$ cat config.mk
export PLATFORM = sky130hd
export DESIGN_NAME = torus_fifo_router_flat
export DESIGN_NICKNAME = d
export VERILOG_FILES = /design/src/rtl/torus_fifo_router_pkg.sv /design/src/rtl/torus_fifo_router_if.sv /design/src/rtl/torus_fifo_router_in_fifo.sv /design/src/rtl/torus_fifo_router.sv /design/src/flat_wrapper.sv
export SDC_FILE = /design/constraint.sdc
export NUM_CORES = 1
export LEC_CHECK = 0
export ABC_AREA = 1
export CORE_MARGIN = 3
export CORE_UTILIZATION = 58
export DETAILED_ROUTE_END_ITERATION = 8
export PLACE_DENSITY = 0.86
export SETUP_SLACK_MARGIN = 0.3
export SLEW_MARGIN = 20
export SYNTH_ARGS = -nofsm -noshare
export SYNTH_HDL_FRONTEND = slang
export SYNTH_SLANG_ARGS = --single-unit
$ cat constraint.sdc
create_clock -name clk -period 6.2 [get_ports clk]
set_input_delay 1.24 -clock clk [delete_from_list [all_inputs] [get_ports clk]]
set_output_delay 1.24 -clock clk [all_outputs]
set_load 0.005 [all_outputs]
$ cat src/rtl/torus_fifo_router_pkg.sv
// Shared definitions for the torus router: port numbering, direction
// encodings, flit width and the round-robin index helper.
package torus_fifo_router_pkg;

  localparam int NUM_PORTS = 5;

  typedef enum logic [2:0] {
    PORT_PE = 3'd0,
    PORT_N  = 3'd1,
    PORT_S  = 3'd2,
    PORT_E  = 3'd3,
    PORT_W  = 3'd4
  } port_e;

  function automatic int flit_width(input int data_width, input int addr_width);
    return data_width + 2 * addr_width;
  endfunction

  // (base + off) mod 5, both operands in 0..4
  function automatic logic [2:0] rr_idx(input logic [2:0] base, input logic [2:0] off);
    logic [3:0] s;
    s = {1'b0, base} + {1'b0, off};
    if (s >= 4'd5) s = s - 4'd5;
    return s[2:0];
  endfunction

endpackage

$ cat src/rtl/torus_fifo_router_if.sv
// Flit handshake bundle for all five router ports; port p occupies bit p
// of the vectors and slice [p*FLIT_W +: FLIT_W] of the data buses.
interface torus_fifo_router_if
  import torus_fifo_router_pkg::*;
#(
  parameter int FLIT_W = 20
);
  logic [NUM_PORTS-1:0]        i_valid;
  logic [NUM_PORTS*FLIT_W-1:0] i_data;
  logic [NUM_PORTS-1:0]        i_ready;
  logic [NUM_PORTS-1:0]        o_valid;
  logic [NUM_PORTS*FLIT_W-1:0] o_data;
  logic [NUM_PORTS-1:0]        o_ready;

  modport master (output i_valid, i_data, o_ready, input i_ready, o_valid, o_data);
  modport slave  (input i_valid, i_data, o_ready, output i_ready, o_valid, o_data);
endinterface

$ cat src/rtl/torus_fifo_router_in_fifo.sv
// First-word-fall-through input buffer: a pushed word becomes visible at
// head on the cycle after the push edge.
module router_in_fifo #(
  parameter int WIDTH = 20,
  parameter int DEPTH = 4
) (
  input  logic             clk,
  input  logic             rst,
  input  logic             push,
  input  logic [WIDTH-1:0] push_data,
  input  logic             pop,
  output logic [WIDTH-1:0] head,
  output logic             empty,
  output logic             full
);
  localparam int PW = $clog2(DEPTH);

  logic [WIDTH-1:0] mem [DEPTH];
  logic [PW-1:0]    wr_ptr;
  logic [PW-1:0]    rd_ptr;
  logic [PW:0]      count;
  logic             do_push;
  logic             do_pop;

  assign empty   = (count == '0);
  assign full    = (count == (PW+1)'(DEPTH));
  assign do_push = push & ~full;
  assign do_pop  = pop & ~empty;
  assign head    = mem[rd_ptr];

  always_ff @(posedge clk or posedge rst) begin
    if (rst) begin
      wr_ptr <= '0;
      rd_ptr <= '0;
      count  <= '0;
    end else begin
      if (do_push) wr_ptr <= wr_ptr + 1'b1;
      if (do_pop)  rd_ptr <= rd_ptr + 1'b1;
      count <= count + {{PW{1'b0}}, do_push} - {{PW{1'b0}}, do_pop};
    end
  end

  always_ff @(posedge clk) begin
    if (do_push) mem[wr_ptr] <= push_data;
  end
endmodule

$ cat src/rtl/torus_fifo_router.sv
// Five-port torus router: per-input FWFT FIFOs, dimension-order X-then-Y
// routing with shortest wrap direction, round-robin arbitration per output.
module torus_fifo_router
  import torus_fifo_router_pkg::*;
#(
  parameter int DATA_WIDTH = 16,
  parameter int ADDR_WIDTH = 2,
  parameter int MESH_SIZE  = 4,
  parameter int X_cord     = 0,
  parameter int Y_cord     = 0,
  parameter int FIFO_DEPTH = 4
) (
  input logic                 clk,
  input logic                 rst,
  torus_fifo_router_if.slave  bus
);
  localparam int FLIT_W = flit_width(DATA_WIDTH, ADDR_WIDTH);
  localparam logic [ADDR_WIDTH:0] MESH_L = (ADDR_WIDTH+1)'(MESH_SIZE);
  localparam logic [ADDR_WIDTH:0] X_L    = (ADDR_WIDTH+1)'(X_cord);
  localparam logic [ADDR_WIDTH:0] Y_L    = (ADDR_WIDTH+1)'(Y_cord);

  logic [FLIT_W-1:0]    head      [NUM_PORTS];
  logic [2:0]           route     [NUM_PORTS];
  logic [NUM_PORTS-1:0] empty;
  logic [NUM_PORTS-1:0] full;
  logic [NUM_PORTS-1:0] bad;
  logic [NUM_PORTS-1:0] pop;
  logic [NUM_PORTS-1:0] gnt_valid;
  logic [2:0]           gnt_src   [NUM_PORTS];
  logic [2:0]           ptr       [NUM_PORTS];
  logic [NUM_PORTS-1:0] o_valid_q;
  logic [FLIT_W-1:0]    o_data_q  [NUM_PORTS];
  logic                 bad_pop;
  logic                 err;

  assign bus.i_ready = ~full;
  assign bus.o_valid = o_valid_q;

  for (genvar p = 0; p < NUM_PORTS; p++) begin : g_port
    logic [ADDR_WIDTH-1:0] dest_x;
    logic [ADDR_WIDTH-1:0] dest_y;
    logic [ADDR_WIDTH:0]   dx;
    logic [ADDR_WIDTH:0]   dy;
    logic                  bad_l;
    logic [2:0]            route_l;

    router_in_fifo #(.WIDTH(FLIT_W), .DEPTH(FIFO_DEPTH)) u_fifo (
      .clk       (clk),
      .rst       (rst),
      .push      (bus.i_valid[p]),
      .push_data (bus.i_data[p*FLIT_W +: FLIT_W]),
      .pop       (pop[p]),
      .head      (head[p]),
      .empty     (empty[p]),
      .full      (full[p])
    );

    assign dest_x = head[p][DATA_WIDTH +: ADDR_WIDTH];
    assign dest_y = head[p][DATA_WIDTH+ADDR_WIDTH +: ADDR_WIDTH];

    // Offsets are taken mod MESH_SIZE; 2*d <= MESH_SIZE selects the positive
    // direction, so the even-size tie also goes E/S.
    always_comb begin
      bad_l   = ({1'b0, dest_x} >= MESH_L) || ({1'b0, dest_y} >= MESH_L);
      dx      = {1'b0, dest_x} + MESH_L - X_L;
      if (dx >= MESH_L) dx = dx - MESH_L;
      dy      = {1'b0, dest_y} + MESH_L - Y_L;
      if (dy >= MESH_L) dy = dy - MESH_L;
      route_l = PORT_PE;
      if (!bad_l) begin
        if (dx != '0)
          route_l = ({dx, 1'b0} <= {1'b0, MESH_L}) ? PORT_E : PORT_W;
        else if (dy != '0)
          route_l = ({dy, 1'b0} <= {1'b0, MESH_L}) ? PORT_S : PORT_N;
      end
    end

    assign bad[p]   = bad_l;
    assign route[p] = route_l;
    assign bus.o_data[p*FLIT_W +: FLIT_W] = o_data_q[p];
  end

  // Each head requests a single output, so at most one grant pops a FIFO.
  always_comb begin
    logic [2:0] idx;
    idx     = '0;
    pop     = '0;
    bad_pop = 1'b0;
    for (int o = 0; o < NUM_PORTS; o++) begin
      gnt_valid[o] = 1'b0;
      gnt_src[o]   = '0;
      if (!o_valid_q[o] || bus.o_ready[o]) begin
        for (int k = 0; k < NUM_PORTS; k++) begin
          idx = rr_idx(ptr[o], 3'(k));
          if (!gnt_valid[o] && !empty[idx] && route[idx] == 3'(o)) begin
            gnt_valid[o] = 1'b1;
            gnt_src[o]   = idx;
          end
        end
      end
      if (gnt_valid[o]) begin
        pop[gnt_src[o]] = 1'b1;
        bad_pop         = bad_pop | bad[gnt_src[o]];
      end
    end
  end

  always_ff @(posedge clk or posedge rst) begin
    if (rst) begin
      o_valid_q <= '0;
      err       <= 1'b0;
      for (int o = 0; o < NUM_PORTS; o++) begin
        o_data_q[o] <= '0;
        ptr[o]      <= '0;
      end
    end else begin
      err <= err | bad_pop;
      for (int o = 0; o < NUM_PORTS; o++) begin
        if (gnt_valid[o]) begin
          o_valid_q[o] <= 1'b1;
          o_data_q[o]  <= head[gnt_src[o]];
          ptr[o]       <= rr_idx(gnt_src[o], 3'd1);
        end else if (bus.o_ready[o]) begin
          o_valid_q[o] <= 1'b0;
        end
      end
    end
  end
endmodule
$ cat src/flat_wrapper.sv
// flat-port wrapper written by rule: the top's interface ports become plain ports
module torus_fifo_router_flat import torus_fifo_router_pkg::*;
#(
  parameter int DATA_WIDTH = 16,
  parameter int ADDR_WIDTH = 2,
  parameter int MESH_SIZE  = 4,
  parameter int X_cord     = 0,
  parameter int Y_cord     = 0,
  parameter int FIFO_DEPTH = 4
)
  (clk, rst, bus_i_valid, bus_i_data, bus_o_ready, bus_i_ready, bus_o_valid, bus_o_data);
  torus_fifo_router_if bus_i ();
  input logic clk;
  input logic rst;
  input wire logic [$bits(bus_i.i_valid)-1:0] bus_i_valid;
  input wire logic [$bits(bus_i.i_data)-1:0] bus_i_data;
  input wire logic [$bits(bus_i.o_ready)-1:0] bus_o_ready;
  output wire logic [$bits(bus_i.i_ready)-1:0] bus_i_ready;
  output wire logic [$bits(bus_i.o_valid)-1:0] bus_o_valid;
  output wire logic [$bits(bus_i.o_data)-1:0] bus_o_data;
  assign bus_i.i_valid = bus_i_valid;
  assign bus_i.i_data = bus_i_data;
  assign bus_i.o_ready = bus_o_ready;
  assign bus_i_ready = bus_i.i_ready;
  assign bus_o_valid = bus_i.o_valid;
  assign bus_o_data = bus_i.o_data;
  torus_fifo_router #(.DATA_WIDTH(DATA_WIDTH), .ADDR_WIDTH(ADDR_WIDTH), .MESH_SIZE(MESH_SIZE), .X_cord(X_cord), .Y_cord(Y_cord), .FIFO_DEPTH(FIFO_DEPTH)) u_core (.clk(clk), .rst(rst), .bus(bus_i));
endmodule
-- Yosys cells after proc, flatten, opt, wreduce, memory -nomap -nowiden
Memories as Yosys holds them, arrays and structs flattened.
Cells that the tools add are included.
- output and inout port bits: 110
- word-level logic and storage cells: 795
- flip-flop bits (word level): 155
- memory bits (writable): 400
- memories: 5
- input bits: 112
- add/sub/neg operators: 95
- multiplexer cells: 340
- reduce and logical (&&, ||, !) cells: 130
- $lt $le $gt $ge: 115
- bitwise operators: 55
- equal/unequal tests: 25
- memories (memory ; words ; width ; read ports ; clocked after memory_dff ; wr ports ; line ; text):
    u_core.g_port[0].u_fifo.mem ; 4 ; 20 ; 1 ; 0 ; 1 ; torus_fifo_router_in_fifo.sv:18 ; logic [WIDTH-1:0] mem [DEPTH];
    u_core.g_port[1].u_fifo.mem ; 4 ; 20 ; 1 ; 0 ; 1 ; torus_fifo_router_in_fifo.sv:18 ;
    u_core.g_port[2].u_fifo.mem ; 4 ; 20 ; 1 ; 0 ; 1 ; torus_fifo_router_in_fifo.sv:18 ;
    u_core.g_port[3].u_fifo.mem ; 4 ; 20 ; 1 ; 0 ; 1 ; torus_fifo_router_in_fifo.sv:18 ;
    u_core.g_port[4].u_fifo.mem ; 4 ; 20 ; 1 ; 0 ; 1 ; torus_fifo_router_in_fifo.sv:18 ;
- operators by type and width (kind ; number):
    two-way mux 3 bit ; 160
    binary-select mux 20 bit (select 3 bit) ; 5
    binary-select mux 3 bit (select 3 bit) ; 25
    two-way mux 20 bit ; 10
    >= comparator 4 bit (second input constant) ; 30
    less-than comparator 3 x 4 -> 1 bit (second input constant) ; 30
    NOT 3 -> 4 bit ; 30
    subtractor 3 bit (second input constant) ; 40
    >= comparator 4 x 3 -> 1 bit (second input constant) ; 25
    two-way mux 1 bit ; 100
    binary-select mux 1 bit (select 3 bit) ; 25
    logical AND 1 bit ; 50
    zero test 1 bit ; 50
    >= comparator 3 bit (second input constant) ; 15
    adder 3 x 1 -> 4 bit (second input constant) ; 10
    adder 3 x 2 -> 4 bit (second input constant) ; 10
    less-or-equal comparator 4 x 3 -> 1 bit (second input constant) ; 10
    adder 2 x 3 -> 3 bit (second input constant) ; 10
    equality test 3 x 2 -> 1 bit (second input constant) ; 10
    equality test 3 bit (second input constant) ; 10
    zero test 3 bit ; 10
    nonzero test 3 bit ; 10
    two-way mux 5 bit ; 5
    adder 2 x 1 -> 2 bit (second input constant) ; 10
    13 further kinds ; 70

-- Logic depth before layout (Yosys ltp)
An unclocked memory read counts as a cell.
- word-level depth: 50
- gate-level depth with buffers: 36
- mapped depth without buffers: 34

-- Modules after synthesis
A second synthesis with hierarchy kept.
- cells, all modules: 4034
- area, all modules: 32618.8 um^2
- modules (own cells, without submodules) (module ; area an instance (um^2) ; cells each ; sequential area each (um^2) ; times used):
    router_in_fifo ; 3628.5 ; 313 ; 2577.5 ; 5
    torus_fifo_router ; 14476.4 ; 2469 ; 3002.9 ; 1

-- Worst setup path after synthesis
No wires, ideal clock.
- kind: reg2reg
- from: reg u_core.g_port[1].u_fifo.rd_ptr[0]
- to: reg u_core.g_port[3].u_fifo.count[2]
- clock period less this slack: 4613 ps
- data required time: 6071 ps
- buffers on the path: 4
- arrival: 4485 ps
- library setup time: 129 ps
- setup slack: 1587 ps
- stages on the path, launching flop included: 30
- cell sequence: dfrtp_1 buf_2 inv_2 clkbuf_1 clkbuf_1 nand2_1 a32oi_1 ha_1 inv_1 nand2_1 nand3_1 nand3_1 nand3_2 nand2_2 a21oi_4 nand4_2 or2_4 nand2_4 nand2_4 buf_6 nor2_1 nor2_1 nand2_1 ha_1 inv_1 ha_1 inv_1 fa_1 xnor2_1 xor2_1
- cells in the longest elaborated chain, start to end: 50
- elaborated cells between the ends (all ways): 298
- classes of those cells: add/sub (5); order compare (14); eq/ne (20); mux (176); bitwise (5); reduce/logical (77); memory (1)
- RTL lines (element ; line ; text):
    start: declaration ; torus_fifo_router_in_fifo.sv:20 ; logic [PW-1:0] rd_ptr;
    start signal: assignment ; torus_fifo_router_in_fifo.sv:38 ; if (do_pop) rd_ptr <= rd_ptr + 1'b1;
    memory (4 x 20 bit) * ; - ;
    adder 2 x 3 -> 3 bit ; torus_fifo_router.sv:67 ; dy = {1'b0, dest_y} + MESH_L - Y_L;
    subtractor 3 bit / >= comparator 3 bit (equally long branches) ; torus_fifo_router.sv:68 ; if (dy >= MESH_L) dy = dy - MESH_L;
    two-way mux 3 bit ; torus_fifo_router.sv:68 ;
    less-or-equal comparator 4 x 3 -> 1 bit ; torus_fifo_router.sv:74 ; route_l = ({dy, 1'b0} <= {1'b0, MESH_L}) ? PORT_S : PORT_N;
    two-way mux 2 bit ; torus_fifo_router.sv:74 ;
    two-way mux 3 bit ; torus_fifo_router.sv:73 ; else if (dy != '0)
    two-way mux 3 bit * ; torus_fifo_router.sv:71 ; if (dx != '0)
    (+35 left out) ; - ;
    two-way mux 5 bit ; torus_fifo_router.sv:101 ; if (gnt_valid[o]) begin
    OR 5 bit (no source line) ; - ;
    two-way mux 5 bit ; torus_fifo_router.sv:101 ;
    OR 5 bit (no source line) ; - ;
    two-way mux 5 bit * ; torus_fifo_router.sv:101 ;
    bitwise AND 1 bit * ; torus_fifo_router_in_fifo.sv:28 ; assign do_pop = pop & ~empty;
    via u_core.g_port[3].u_fifo.do_pop ; torus_fifo_router_in_fifo.sv:23 ; logic do_pop;
    subtractor 3 x 1 -> 3 bit * ; torus_fifo_router_in_fifo.sv:39 ; count <= count + {{PW{1'b0}}, do_push} - {{PW{1'b0}}, do_pop};
    end signal: assignment ; torus_fifo_router_in_fifo.sv:39 ;
    end: declaration ; torus_fifo_router_in_fifo.sv:21 ; logic [PW:0] count;
Mark *: on every way through the listed nets, which the timed path passes. The rest lies on a longest branch. The select of a mux whose other input is x is not followed.
A chain may end at the register's enable or synchronous reset.

-- Final worst setup path
- from: reg u_core.ptr[3] in the netlist's numbering
- to: reg u_core.g_port[0].u_fifo.count[2]
- cells in the longest elaborated chain, start to end: 41
- elaborated cells between the ends (all ways): 104
- classes of those cells: add/sub (10); order compare (7); eq/ne (5); mux (55); bitwise (8); reduce/logical (19)
- RTL lines (element ; line ; text):
    start: declaration ; torus_fifo_router.sv:30 ; logic [2:0] ptr [NUM_PORTS];
    start signal: indexed assignment ; torus_fifo_router.sv:122 ; ptr[o] <= rr_idx(gnt_src[o], 3'd1);
    subtractor 3 bit / >= comparator 3 bit (equally long branches) ; torus_fifo_router_pkg.sv:23 ; if (s >= 4'd5) s = s - 4'd5;
    two-way mux 3 bit ; torus_fifo_router_pkg.sv:23 ;
    two-way mux 3 bit ; torus_fifo_router.sv:92 ; if (!o_valid_q[o] || bus.o_ready[o]) begin
    NOT 3 -> 4 bit (not written as such) ; torus_fifo_router.sv:95 ; if (!gnt_valid[o] && !empty[idx] && route[idx] == 3'(o)) begin
    binary-select mux 3 bit (select 3 bit) ; torus_fifo_router.sv:95 ;
    two-way mux 3 bit (not written as such) (2 in series) ; torus_fifo_router.sv:95 ;
    equality test 3 x 2 -> 1 bit ; torus_fifo_router.sv:95 ;
    logical AND 1 bit ; torus_fifo_router.sv:95 ;
    (+25 left out) ; - ;
    demux 1 bit (select 3 bit) ; - ;
    OR 5 bit (no source line) ; - ;
    two-way mux 5 bit * ; torus_fifo_router.sv:101 ;
    OR 5 bit (no source line) ; - ;
    two-way mux 5 bit * ; torus_fifo_router.sv:101 ;
    bitwise AND 1 bit * ; torus_fifo_router_in_fifo.sv:28 ;
    via u_core.g_port[0].u_fifo.do_pop ; torus_fifo_router_in_fifo.sv:23 ;
    subtractor 3 x 1 -> 3 bit * ; torus_fifo_router_in_fifo.sv:39 ;
    end signal: assignment ; torus_fifo_router_in_fifo.sv:39 ;
    end: declaration ; torus_fifo_router_in_fifo.sv:21 ;
Marked as above.

==> out/results.ini <==
[synth]
syn_inst = 3720
syn_nets = 3926
ys_ff_latch = 555
synth_area_leader_cell = edfxtp_1
async_reset_ff_share_pct = 27.93
synth_commonest_cells = nand2_1 (1,077), edfxtp_1 (400), nand3_1 (392), inv_1 (346), nor2_1 (257)
synth_most_common_cell = nand2_1
muxShareOfSynthArea_pct = 0
synth_fa_ha_area_share_pct = 3.956
avgSynthCellArea_um2 = 8.501
synthTopCellsByArea = edfxtp_1 (38%), nand2_1 (13%), dfrtp_1 (12%), nand3_1 (6.2%), inv_1 (4.1%)
synth-xor-area-share_pct = 1.207
synth_flop_cell = edfxtp_1
synth_cell_type_count = 55
yosysSeqAreaShare_pct = 50.25
synth_area_um2 = 31620
synthSimpleGateAreaFrac_pct = 26.71
synth_edf_count = 400
yosysWarnings = 0
synth_top_family_by_area = simple AND/OR/NAND/NOR gates
synth_top_area_share_pct = 37.98
synth_compound_area_share_pct = 10.67

[worst_setup_path]
cp.required_ns = 6.67
crit_arrival_ns = 6.00
worstSetupStartpointType = flop
path_class = reg2reg
endpoint_kind = flop
slowest_stage = fa_1
cpMostUsedCell = inv_1
worst_path_largest_cell_delay_ns = 0.46
cp_max_fo = 27

[place]
place_congestion = 1.058
io_buffers = 221
place_hpwl_um = 73490

[detailed_routing]
via_per_inst = 6.118
dr.pass1.iters = 9
wire_per_inst_um = 22.24
drc = 0
dr.first_iter.drc_count = 3585
totalWireLength_um = 103500
drt.antenna.violating_nets = 0
vias = 28470

[floorplanning]
die_w_um = 239.5
rows = 84
start_util_pct = 59.35
die_h_um = 239.5
fp.coreArea_um2 = 53290
io_pins = 222
die-area_um2 = 57360

[sta]
finalCritPeriodShare_pct = 89.13
setup_tns_ns = 0
rsz0062_at_grt = no
hold_viol = 0
holdWs_ns = 0.4727
maxSlewViolCount = 0
slew_headroom_pct = 13.67
fin_worst_skew_ns = 0.04741
worst_pin_slew_ns = 1.295
fin_crit_ns = 5.526
setup_viol = 0
clock.fmax_mhz = 181.0

[finish]
drive_gt1_share_pct = 9.336
final_util_pct = 68.33
fin_nets = 4123
multi_input_area_um2 = 13520
syn2layout_area_growth_pct = 15.13
fill_cells = 4039
layout.area.seq_um2 = 15890

[cts]
post-cts-setup-buffers = 0
clkSinkCount = 555
cts.clk_slew.worst_paths_ns = 0.07
cts_tree = built
clock_insertion_delay_worst_skew_ns = 0.64
numCtsBuffers = 54
cts_root_buf = clkbuf_16
cts_buffer_depth = 3
h-tree-depth = 2

[run]
drv_cap = 0

[global_routing]
met3_usage_pct = 8.187
grt_pass1_vias = 26980
antenna_found_initial = 3
grt.met2_usage_pct = 57.20
groute.usage.overall_pct = 35.74
gr-max-usage-layer = met2
grt_max_degree = 62
grt_pass1_wl_um = 156400
met1_usage_pct = 44.90
grt_overflow = 0

[run_status]
outcome = finished, final reports clean

[worst_hold_path]
min_path_type = reg2reg

==> worst max-delay path, delay by kind of cell, from the launching register on <==
| family | cells | cell delay (ns) |
|---|---|---|
| AO/OA/AOI/OAI | 4 | 0.69 |
| XOR/XNOR | 1 | 0.18 |
| adder cells (fa/ha/maj) | 5 | 1.48 |
| buffers and inverters | 6 | 0.79 |
| flip-flops | 1 | 0.36 |
| AND/OR/NAND/NOR | 11 | 1.88 |
==> cell families after synthesis <==
logic type,count (synthesis)
flip-flops,555
buffers and inverters,549
adder cells (fa/ha/maj),94
AO/OA/AOI/OAI,543
XOR/XNOR,41
AND/OR/NAND/NOR,1938
==> cell type report <==
cell class	count	share of cell area, %
Antenna cell	2	0.01375
Clock buffer	78	4.179
Clock inverter	24	0.8488
Inverter	388	4.052
Multi-Input combinational cell	2616	37.15
Sequential cell	555	43.65
Tap cell	688	2.364
Timing Repair Buffer	302	7.746
==> layer usage <==
layer / routed length, um / vias up
met5: 27 / -
met4: 6947 / 4
met3: 11200 / 427
met2: 47800 / 1737
met1: 37520 / 13370
li1: - / 12940
==> path summary, 6_finish.rpt <==
path	startpoint	slack, ns	cells past startpoint	endpoint
worst max register to register	u_core.ptr[3]	0.67	27	u_core.g_port[0].u_fifo.count[2]
worst min-delay path	u_core.bus.o_data[97]	0.47	1	u_core.bus.o_data[97]
worst max-delay path	u_core.ptr[3]	0.67	27	u_core.g_port[0].u_fifo.count[2]
max in group asynchronous	rst	4.03	3	u_core.g_port[4].u_fifo.rd_ptr[0]
min in group asynchronous	rst	1.09	2	u_core.ptr[1]
worst min register to register	u_core.bus.o_data[97]	0.47	1	u_core.bus.o_data[97]
==> placed cells by master (no fill, tap or decap), types with 7 or more instances in the layout <==
| cell | netlist | layout |
|---|---|---|
| a32oi_1 | 71 | 70 |
| buf_4 | 19 | 81 |
| fa_1 | 10 | 10 |
| clkdlybuf4s50_1 | 0 | 221 |
| a21oi_1 | 133 | 133 |
| nand3_1 | 392 | 392 |
| nand2_2 | 28 | 28 |
| xor2_1 | 30 | 30 |
| nor2_2 | 11 | 13 |
| clkbuf_1 | 68 | 16 |
| nand2_1 | 1077 | 1075 |
| inv_1 | 346 | 342 |
| ha_1 | 84 | 84 |
| nand4_1 | 41 | 41 |
| nor3_1 | 13 | 13 |
| o221ai_1 | 13 | 13 |
| clkbuf_16 | 0 | 54 |
| clkinv_2 | 1 | 12 |
| dfrtp_1 | 155 | 153 |
| or2_2 | 66 | 66 |
| edfxtp_1 | 400 | 400 |
| o21ai_0 | 170 | 169 |
| clkbuf_8 | 0 | 8 |
| nor2_1 | 257 | 255 |
| o211ai_1 | 42 | 42 |
| inv_2 | 35 | 36 |
| xnor2_1 | 8 | 8 |
| o22ai_1 | 24 | 24 |
| nand3b_1 | 21 | 21 |
| nand3_2 | 9 | 9 |
| nor2_4 | 7 | 7 |
| a32o_1 | 17 | 17 |
| o21ai_1 | 47 | 47 |
==> metrics by stage <==
step / setup WS [ns] / area, um^2 / cells
floorplan: 0.7818 / 31620 / 3720
global placement: 0.5547 / 34510 / 4549
detailed placement: 0.3878 / 34510 / 4549
CTS: 0.4143 / 36340 / 4651
global route: 0.3275 / 36410 / 4653
finish: 0.6740 / 36410 / 4653
==> timing repair <==
action | in CTS | in global routing
hold buffers | 0 | 0
setup endpoints to repair | 0 | 6
resized for setup | 0 | 19
==> sequential cells by signal, indices dropped and copies added, names as in the netlist <==
signal and cells:
u_core.bus.o_data 100, u_core.g_port.u_fifo.count 15, u_core.ptr 15, u_core.g_port.u_fifo.rd_ptr 10, u_core.bus.o_valid 5, u_core.g_port.u_fifo.wr_ptr 10, u_core.g_port.u_fifo.mem 400
Power is left out: the tool's default activity adds up to more than one toggle a clock period on the data nets, which glitch-free logic cannot reach.
